<file path="src/rtl/keypad_lock_if.sv">
// Keypad-to-display bus for the PIN lock: debounced key in, digit bank and status out.
interface keypad_lock_if;
   logic [3:0]  key_code;
   logic        key_valid;
   logic [23:0] disp_digits;
   logic [5:0]  disp_blank;
   logic        unlocked;
   logic        locked_out;
   logic        prog_mode;
   logic [1:0]  fail_cnt;
   logic        err_pulse;

   modport master (
      output key_code, key_valid,
      input  disp_digits, disp_blank, unlocked, locked_out, prog_mode, fail_cnt, err_pulse
   );

   modport slave (
      input  key_code, key_valid,
      output disp_digits, disp_blank, unlocked, locked_out, prog_mode, fail_cnt, err_pulse
   );
endinterface

</file>
<file path="src/rtl/keypad_lock_ctrl.sv">
// PIN-entry lock sequencer driving a 6-digit seven-segment bank.
// Optional KEYLOCK_MASK_EN: accepted digits display as 8 while the true value is kept for comparison.
module keypad_lock_ctrl #(
   parameter int unsigned CODE_LEN       = 4,
   parameter logic [23:0] DEFAULT_CODE   = 24'h001234,
   parameter int unsigned MAX_FAIL       = 3,
   parameter int unsigned UNLOCK_CYCLES  = 250000000,
   parameter int unsigned LOCKOUT_CYCLES = 500000000
) (
   input logic           CLOCK_50,
   input logic           Reset,
   keypad_lock_if.slave  bus
);

   localparam int unsigned CNT_W     = 3;
   localparam int unsigned TMR_W     = 32;
   localparam logic [23:0] CODE_MASK = 24'((25'h1 << (4 * CODE_LEN)) - 25'h1);
   localparam logic [CNT_W-1:0] LEN  = CNT_W'(CODE_LEN);
   localparam logic [CNT_W-1:0] MAXF = CNT_W'(MAX_FAIL);
   localparam logic [TMR_W-1:0] UNLOCK_LOAD  = TMR_W'(UNLOCK_CYCLES - 1);
   localparam logic [TMR_W-1:0] LOCKOUT_LOAD = TMR_W'(LOCKOUT_CYCLES - 1);

   typedef enum logic [2:0] {
      S_IDLE, S_ENTRY, S_CHECK, S_UNLOCKED, S_PROG, S_LOCKOUT
   } state_t;

   state_t             state, state_n;
   logic [23:0]        digits, digits_n;
   logic [5:0]         blank, blank_n;
   logic [23:0]        entry, entry_n;
   logic [CNT_W-1:0]   count, count_n;
   logic [23:0]        code, code_n;
   logic [1:0]         fails, fails_n;
   logic [TMR_W-1:0]   timer, timer_n;
   logic               last_valid;
   logic               err_n;
   logic               unlocked_q, locked_q, prog_q, err_q;
   logic               do_shift, do_clear;

   logic key_edge, is_digit, timer_zero;
   logic [3:0] shown_digit;

   assign key_edge   = bus.key_valid & ~last_valid;
   assign is_digit   = (bus.key_code <= 4'd9);
   assign timer_zero = (timer == '0);
`ifdef KEYLOCK_MASK_EN
   assign shown_digit = 4'h8;
`else
   assign shown_digit = bus.key_code;
`endif

   always_ff @(posedge CLOCK_50) begin
      if (!Reset) begin
         state      <= S_IDLE;
         digits     <= '0;
         blank      <= 6'b111111;
         entry      <= '0;
         count      <= '0;
         code       <= DEFAULT_CODE & CODE_MASK;
         fails      <= '0;
         timer      <= '0;
         last_valid <= 1'b0;
         unlocked_q <= 1'b0;
         locked_q   <= 1'b0;
         prog_q     <= 1'b0;
         err_q      <= 1'b0;
      end else begin
         state      <= state_n;
         digits     <= digits_n;
         blank      <= blank_n;
         entry      <= entry_n;
         count      <= count_n;
         code       <= code_n;
         fails      <= fails_n;
         timer      <= timer_n;
         last_valid <= bus.key_valid;
         unlocked_q <= (state_n == S_UNLOCKED) || (state_n == S_PROG);
         locked_q   <= (state_n == S_LOCKOUT);
         prog_q     <= (state_n == S_PROG);
         err_q      <= err_n;
      end
   end

   always_comb begin
      state_n  = state;
      digits_n = digits;
      blank_n  = blank;
      entry_n  = entry;
      count_n  = count;
      code_n   = code;
      fails_n  = fails;
      timer_n  = timer;
      err_n    = 1'b0;
      do_shift = 1'b0;
      do_clear = 1'b0;

      // Timed states count down every cycle; expiry takes priority over any key edge.
      if (state == S_UNLOCKED || state == S_PROG || state == S_LOCKOUT)
         timer_n = timer - TMR_W'(1);

      case (state)
         S_IDLE, S_ENTRY: begin
            if (key_edge) begin
               if (is_digit) begin
                  if (count < LEN) begin
                     do_shift = 1'b1;
                     state_n  = S_ENTRY;
                  end
               end else if (bus.key_code == 4'hE) begin
                  do_clear = 1'b1;
                  state_n  = S_IDLE;
               end else if (bus.key_code == 4'hF) begin
                  state_n = S_CHECK;
               end
            end
         end
         S_CHECK: begin
            do_clear = 1'b1;
            if (count == LEN && (entry & CODE_MASK) == code) begin
               fails_n = '0;
               state_n = S_UNLOCKED;
               timer_n = UNLOCK_LOAD;
            end else begin
               err_n = 1'b1;
               if (CNT_W'(fails) + CNT_W'(1) == MAXF) begin
                  fails_n = 2'(MAX_FAIL);
                  state_n = S_LOCKOUT;
                  timer_n = LOCKOUT_LOAD;
               end else begin
                  fails_n = fails + 2'd1;
                  state_n = S_IDLE;
               end
            end
         end
         S_UNLOCKED: begin
            if (timer_zero) begin
               state_n = S_IDLE;
            end else if (key_edge) begin
               if (bus.key_code == 4'hF) begin
                  state_n = S_IDLE;
               end else if (bus.key_code == 4'hA) begin
                  do_clear = 1'b1;
                  state_n  = S_PROG;
                  timer_n  = UNLOCK_LOAD;
               end
            end
         end
         S_PROG: begin
            // Leaving PROG without storing discards any partial entry.
            if (timer_zero) begin
               do_clear = 1'b1;
               state_n  = S_IDLE;
            end else if (key_edge) begin
               if (is_digit) begin
                  if (count < LEN) do_shift = 1'b1;
               end else if (bus.key_code == 4'hF) begin
                  if (count == LEN) begin
                     code_n   = entry & CODE_MASK;
                     do_clear = 1'b1;
                     state_n  = S_IDLE;
                  end
               end else if (bus.key_code == 4'hE) begin
                  do_clear = 1'b1;
                  state_n  = S_IDLE;
               end
            end
         end
         S_LOCKOUT: begin
            if (timer_zero) begin
               fails_n = '0;
               state_n = S_IDLE;
            end
         end
         default: state_n = S_IDLE;
      endcase

      if (do_clear) begin
         digits_n = '0;
         blank_n  = 6'b111111;
         entry_n  = '0;
         count_n  = '0;
      end else if (do_shift) begin
         digits_n = {digits[19:0], shown_digit};
         blank_n  = {blank[4:0], 1'b0};
         entry_n  = {entry[19:0], bus.key_code};
         count_n  = count + CNT_W'(1);
      end
   end

   assign bus.disp_digits = digits;
   assign bus.disp_blank  = blank;
   assign bus.unlocked    = unlocked_q;
   assign bus.locked_out  = locked_q;
   assign bus.prog_mode   = prog_q;
   assign bus.fail_cnt    = fails;
   assign bus.err_pulse   = err_q;

endmodule

</file>
<file path="src/flat_wrapper.sv">
// flat-port wrapper written by rule: the top's interface ports become plain ports
module keypad_lock_ctrl_flat 
#(
   parameter int unsigned CODE_LEN       = 4,
   parameter logic [23:0] DEFAULT_CODE   = 24'h001234,
   parameter int unsigned MAX_FAIL       = 3,
   parameter int unsigned UNLOCK_CYCLES  = 250000000,
   parameter int unsigned LOCKOUT_CYCLES = 500000000
)
  (CLOCK_50, Reset, bus_key_code, bus_key_valid, bus_disp_digits, bus_disp_blank, bus_unlocked, bus_locked_out, bus_prog_mode, bus_fail_cnt, bus_err_pulse);
  keypad_lock_if bus_i ();
  input logic CLOCK_50;
  input logic Reset;
  input wire logic [$bits(bus_i.key_code)-1:0] bus_key_code;
  input wire logic [$bits(bus_i.key_valid)-1:0] bus_key_valid;
  output wire logic [$bits(bus_i.disp_digits)-1:0] bus_disp_digits;
  output wire logic [$bits(bus_i.disp_blank)-1:0] bus_disp_blank;
  output wire logic [$bits(bus_i.unlocked)-1:0] bus_unlocked;
  output wire logic [$bits(bus_i.locked_out)-1:0] bus_locked_out;
  output wire logic [$bits(bus_i.prog_mode)-1:0] bus_prog_mode;
  output wire logic [$bits(bus_i.fail_cnt)-1:0] bus_fail_cnt;
  output wire logic [$bits(bus_i.err_pulse)-1:0] bus_err_pulse;
  assign bus_i.key_code = bus_key_code;
  assign bus_i.key_valid = bus_key_valid;
  assign bus_disp_digits = bus_i.disp_digits;
  assign bus_disp_blank = bus_i.disp_blank;
  assign bus_unlocked = bus_i.unlocked;
  assign bus_locked_out = bus_i.locked_out;
  assign bus_prog_mode = bus_i.prog_mode;
  assign bus_fail_cnt = bus_i.fail_cnt;
  assign bus_err_pulse = bus_i.err_pulse;
  keypad_lock_ctrl #(.CODE_LEN(CODE_LEN), .DEFAULT_CODE(DEFAULT_CODE), .MAX_FAIL(MAX_FAIL), .UNLOCK_CYCLES(UNLOCK_CYCLES), .LOCKOUT_CYCLES(LOCKOUT_CYCLES)) u_core (.CLOCK_50(CLOCK_50), .Reset(Reset), .bus(bus_i));
endmodule
</file>
<file path="config.mk">
export PLATFORM = sky130hd
export DESIGN_NAME = keypad_lock_ctrl_flat
export DESIGN_NICKNAME = d
export VERILOG_FILES = /design/src/rtl/keypad_lock_if.sv /design/src/rtl/keypad_lock_ctrl.sv /design/src/flat_wrapper.sv
export SDC_FILE = /design/constraint.sdc
export NUM_CORES = 1
export LEC_CHECK = 0
export CELL_PAD_IN_SITES_DETAIL_PLACEMENT = 0
export CELL_PAD_IN_SITES_GLOBAL_PLACEMENT = 1
export CORE_ASPECT_RATIO = 1.5
export CORE_MARGIN = 2
export CORE_UTILIZATION = 39
export DETAILED_ROUTE_END_ITERATION = 8
export PLACE_DENSITY_LB_ADDON = 0.1
export SYNTH_ARGS = -nofsm -noshare
export SYNTH_HDL_FRONTEND = slang
export SYNTH_SLANG_ARGS = --single-unit
</file>
<file path="constraint.sdc">
create_clock -name CLOCK_50 -period 2.6 [get_ports CLOCK_50]
set_input_delay 0.26 -clock CLOCK_50 [delete_from_list [all_inputs] [get_ports CLOCK_50]]
set_output_delay 0.26 -clock CLOCK_50 [all_outputs]
set_load 0.005 [all_outputs]
</file>
==> impl_results.md <==
* Critical Path Most Common Cell: or3_4
* Top FF cell, synth: dfxtp_1
* Post-DR vias/cell at 5.05
* Final hold vios at 0
* First-pass GRT wire length at 16.0 mm
* Skew final at 0.00799 ns
* Top delay family on crit path: simple AND/OR/NAND/NOR gates
* Top fanout value on the critical path at 6
* Worst Setup Path Type: register to register
* CP arrival at 2.87 ns
* Post-synthesis adder-cell area fraction at 0.0122
* Vias in the first global route at 3279
* Gate Count Post-Synth at 446
* Yosys warning count at 0
* Hold Crit Class: register to register
* Synth Area in Simple Gates at 0.202
* Post-Layout Cell Count at 668
* Largest family of logic cells by synthesized area: simple AND/OR/NAND/NOR gates
* Register area share after synthesis at 0.444
* Failing checks: setup timing
* Synth top area share at 0.444
* Gr ovfl total at 0
* Number of max-cap violations at 0
* Syn Nets at 457
* Post-synth EDFFs at 0
* Rows at between 40 and 50
* Synth unique cells at 48
* GP Congestion at between 0.8 and 0.9
* Placed Instance Area at ~0.005 mm²
* WL per Instance at approximately 16 µm
* Inserted Diodes at 0
* Clock sink count at between 90 and 100
* Final Cycle Share at 1.02
* Status: finished, violations left
* Initial antenna violation count at 0
* Synth Area in XOR/XNOR at 0.105
* Die Height at 130 µm
* Final Core Density at 0.526
* Synth Area in Compound Gates at 0.101
* Unrepaired setup endpoints after global routing: yes
* Dpl hpwl at 7.31 mm
* Final wirelength at about 10 mm
* Buffer depth of the longest clock path at 2
* Fmax at 379 MHz
* CP Capture Type: register
* Share of cells above drive strength 1 at 0.129
* Area grow syn2layout at 30.8%
* I/O pins at 43
* Largest net degree at the start of global routing at 25
* Max rail drop VDD at 0.344 mV
* Die Span X at between 80 and 90 µm
* Nets@finish at between 500 and 600
* Die Footprint at 0.0114 mm²
* Post-Syn Area at 0.00410 mm²
* Synth area leader: dfxtp_1
* Slew HR at 0.564
* Global Route Usage Sum at 0.182
* Crit path largest cell delay at about 0.54 ns
* Post-synthesis register bit count at 91
* Dominant cells by area after synthesis: dfxtp_1, mux2i_1, xor2_1, nor2_1, xnor2_1
* Initial core utilization at 0.402
* Fraction of registers with async set/reset at 0
* Mux share of post-synthesis cell area at 0.103
* Remaining DRCs at 0
* Tot Pwr at approximately 0.0029 W
* Port bufs at 42
* Cell area after layout at 0.00536 mm²
* Slew @ Worst Pin at 0.649 ns
* Clock-pin slew on the worst setup and hold paths at ~0.060 ns
* Fin. max-slew vios at 0
* H-tree level count at 3
* Leakage at between 2 and 2.5 nW
* Pwr dens at 548 mW/mm²
* Number of buffers created by CTS at 9
* CP max stage cell: or4_4
* Via count at roughly 3400
* Critical path cell sequence: or4_4, or3_4, or3_4, a2111o_1, o2111ai_4, clkbuf_16, nor2_1
* Setup WS post-layout at -0.0395 ns
* 1st-pass router iterations at 4
* Hold_ws at slightly below 0.5 ns
* Synthesized area per cell at 9.19 µm²
* Reg2reg setup slack at -0.04 ns
* Skew-Pair Late Insertion Delay at approximately 0.34 ns
* CP Buf/Inv Count at 1
* Crit path launch type: register
* TritonCTS clock tree: built
* Setup violators final at 13
* WP data required at 2.83 ns
* Iteration-0 DRC Markers at 79
* Clk root buf: clkbuf_16
* Core area at 0.0102 mm²
* Clock period minus worst slack at 2.64 ns
* ANT nets after route at 0
* Placed insts at ~650
-- synthesized netlist by cell type (2+ instances only) --
| cell type | instances |
|---|---|
| ha_1 | 4 |
| o21ai_0 | 14 |
| nand3_1 | 8 |
| xor2_1 | 33 |
| nor4_1 | 14 |
| xnor2_1 | 16 |
| nand2_1 | 23 |
| a31oi_1 | 3 |
| or3_1 | 8 |
| or2_2 | 2 |
| inv_1 | 11 |
| nor2_1 | 59 |
| a211o_1 | 5 |
| nor4b_1 | 3 |
| nor3_1 | 15 |
| o21a_1 | 3 |
| nand4_1 | 3 |
| dfxtp_1 | 91 |
| and2_1 | 5 |
| nand4b_1 | 5 |
| buf_2 | 4 |
| o21bai_1 | 2 |
| nor2b_1 | 10 |
| buf_4 | 2 |
| mux2i_1 | 41 |
| o211ai_1 | 4 |
| a21oi_1 | 26 |
| clkbuf_1 | 12 |
-- cell type report --
type                            count  area [µm²]
Fill cell                         949        4830
Multi-Input combinational cell    325        2230
Sequential cell                    91        1820
Timing Repair Buffer               84         807
Clock buffer                       14         254
Tap cell                          141         176
Inverter                           11        41.3
Clock inverter                      2        35.0
-- tightest hold or removal path, cell delays in order (launching register included) --
cell,delay [ns]
dfxtp_1,0.33
inv_1,0.05
o21bai_1,0.06
-- through the flow --
stage          TNS [ns]  setup WS (ns)
2_1_floorplan         0        0.00896
3_3_place_gp     -0.479        -0.0227
3_5_place_dp      -1.29        -0.0610
4_1_cts          -0.698        -0.0387
5_1_grt           -1.55        -0.0854
6_report         -0.208        -0.0395
-- registers in the layout, summed over array words and instances (netlist names) --
signal / count
u_core.bus.disp_blank: 6
u_core.bus.disp_digits: 24
u_core.bus.err_pulse: 1
u_core.bus.fail_cnt: 2
u_core.bus.locked_out: 1
u_core.bus.prog_mode: 1
u_core.bus.unlocked: 1
u_core.code: 16
u_core.count: 3
u_core.last_valid: 1
u_core.state: 3
u_core.timer: 32
-- final timing paths --
path                                               start                         to  depth (start not counted)
worst min-delay path            u_core.bus.disp_blank[0]   u_core.bus.disp_blank[0]                          2
worst max register to register          u_core.timer[12]  u_core.bus.disp_digits[3]                          7
worst min register to register  u_core.bus.disp_blank[0]   u_core.bus.disp_blank[0]                          2
worst max-delay path                    u_core.timer[12]  u_core.bus.disp_digits[3]                          7
-- routing by layer --
| metal | track usage | up-vias | wire length, µm | share of wire |
|---|---|---|---|---|
| met5 | 0 | - | 0 | 0 |
| met4 | 0.0579 | 0 | 131 | 0.013 |
| met3 | 0.0433 | 10 | 238 | 0.023 |
| met2 | 0.334 | 41 | 5790 | 0.56 |
| met1 | 0.204 | 1608 | 4240 | 0.41 |
| li1 | - | 1715 | - | - |
-- where the power goes --
part,total [W],internal (W),leakage [nW],switching (W)
registers,0.00143,0.00141,0.735,0.0000186
logic,0.000217,0.000109,1.20,0.000108
clock network,0.00129,0.000772,0.141,0.000521
total,0.00294,0.00229,2.08,0.000648
-- cells by family (layout without fill, tap and decap cells) --
kind of cell / after synthesis / after routing
simple gates: 163 / 163
flops: 91 / 91
buf+inv: 31 / 111
compound gates: 66 / 67
mux: 42 / 42
xor+xnor: 49 / 49
fa+ha+maj: 4 / 4
-- layout by cell type, fill, tap and decap left out, types with 2 or more instances in the layout --
master            n
dfxtp_1          91
nor2_1           59
clkdlybuf4s50_1  42
mux2i_1          41
buf_4            36
xor2_1           33
a21oi_1          25
nand2_1          23
xnor2_1          16
nor3_1           15
nor4_1           14
o21ai_0          14
inv_1            11
nor2b_1          10
clkbuf_16        10
nand3_1           8
or3_1             6
nand4b_1          5
a211o_1           5
and2_1            5
o211ai_1          4
ha_1              4
clkbuf_1          4
buf_12            4
or3_4             3
nand4_1           3
o21a_1            3
nor4b_1           2
a31oi_1           2
or2_2             2
o21bai_1          2
-- repair_timing --
item / CTS / global route
resized for setup: 3 / 5
buffers inserted: 0 / 2
hold buffers: 0 / 0
endpoints found under the setup margin: 29 / 32
pin swaps: 0 / 2
gates cloned: 0 / 3
(Power assumes the default switching activity.)
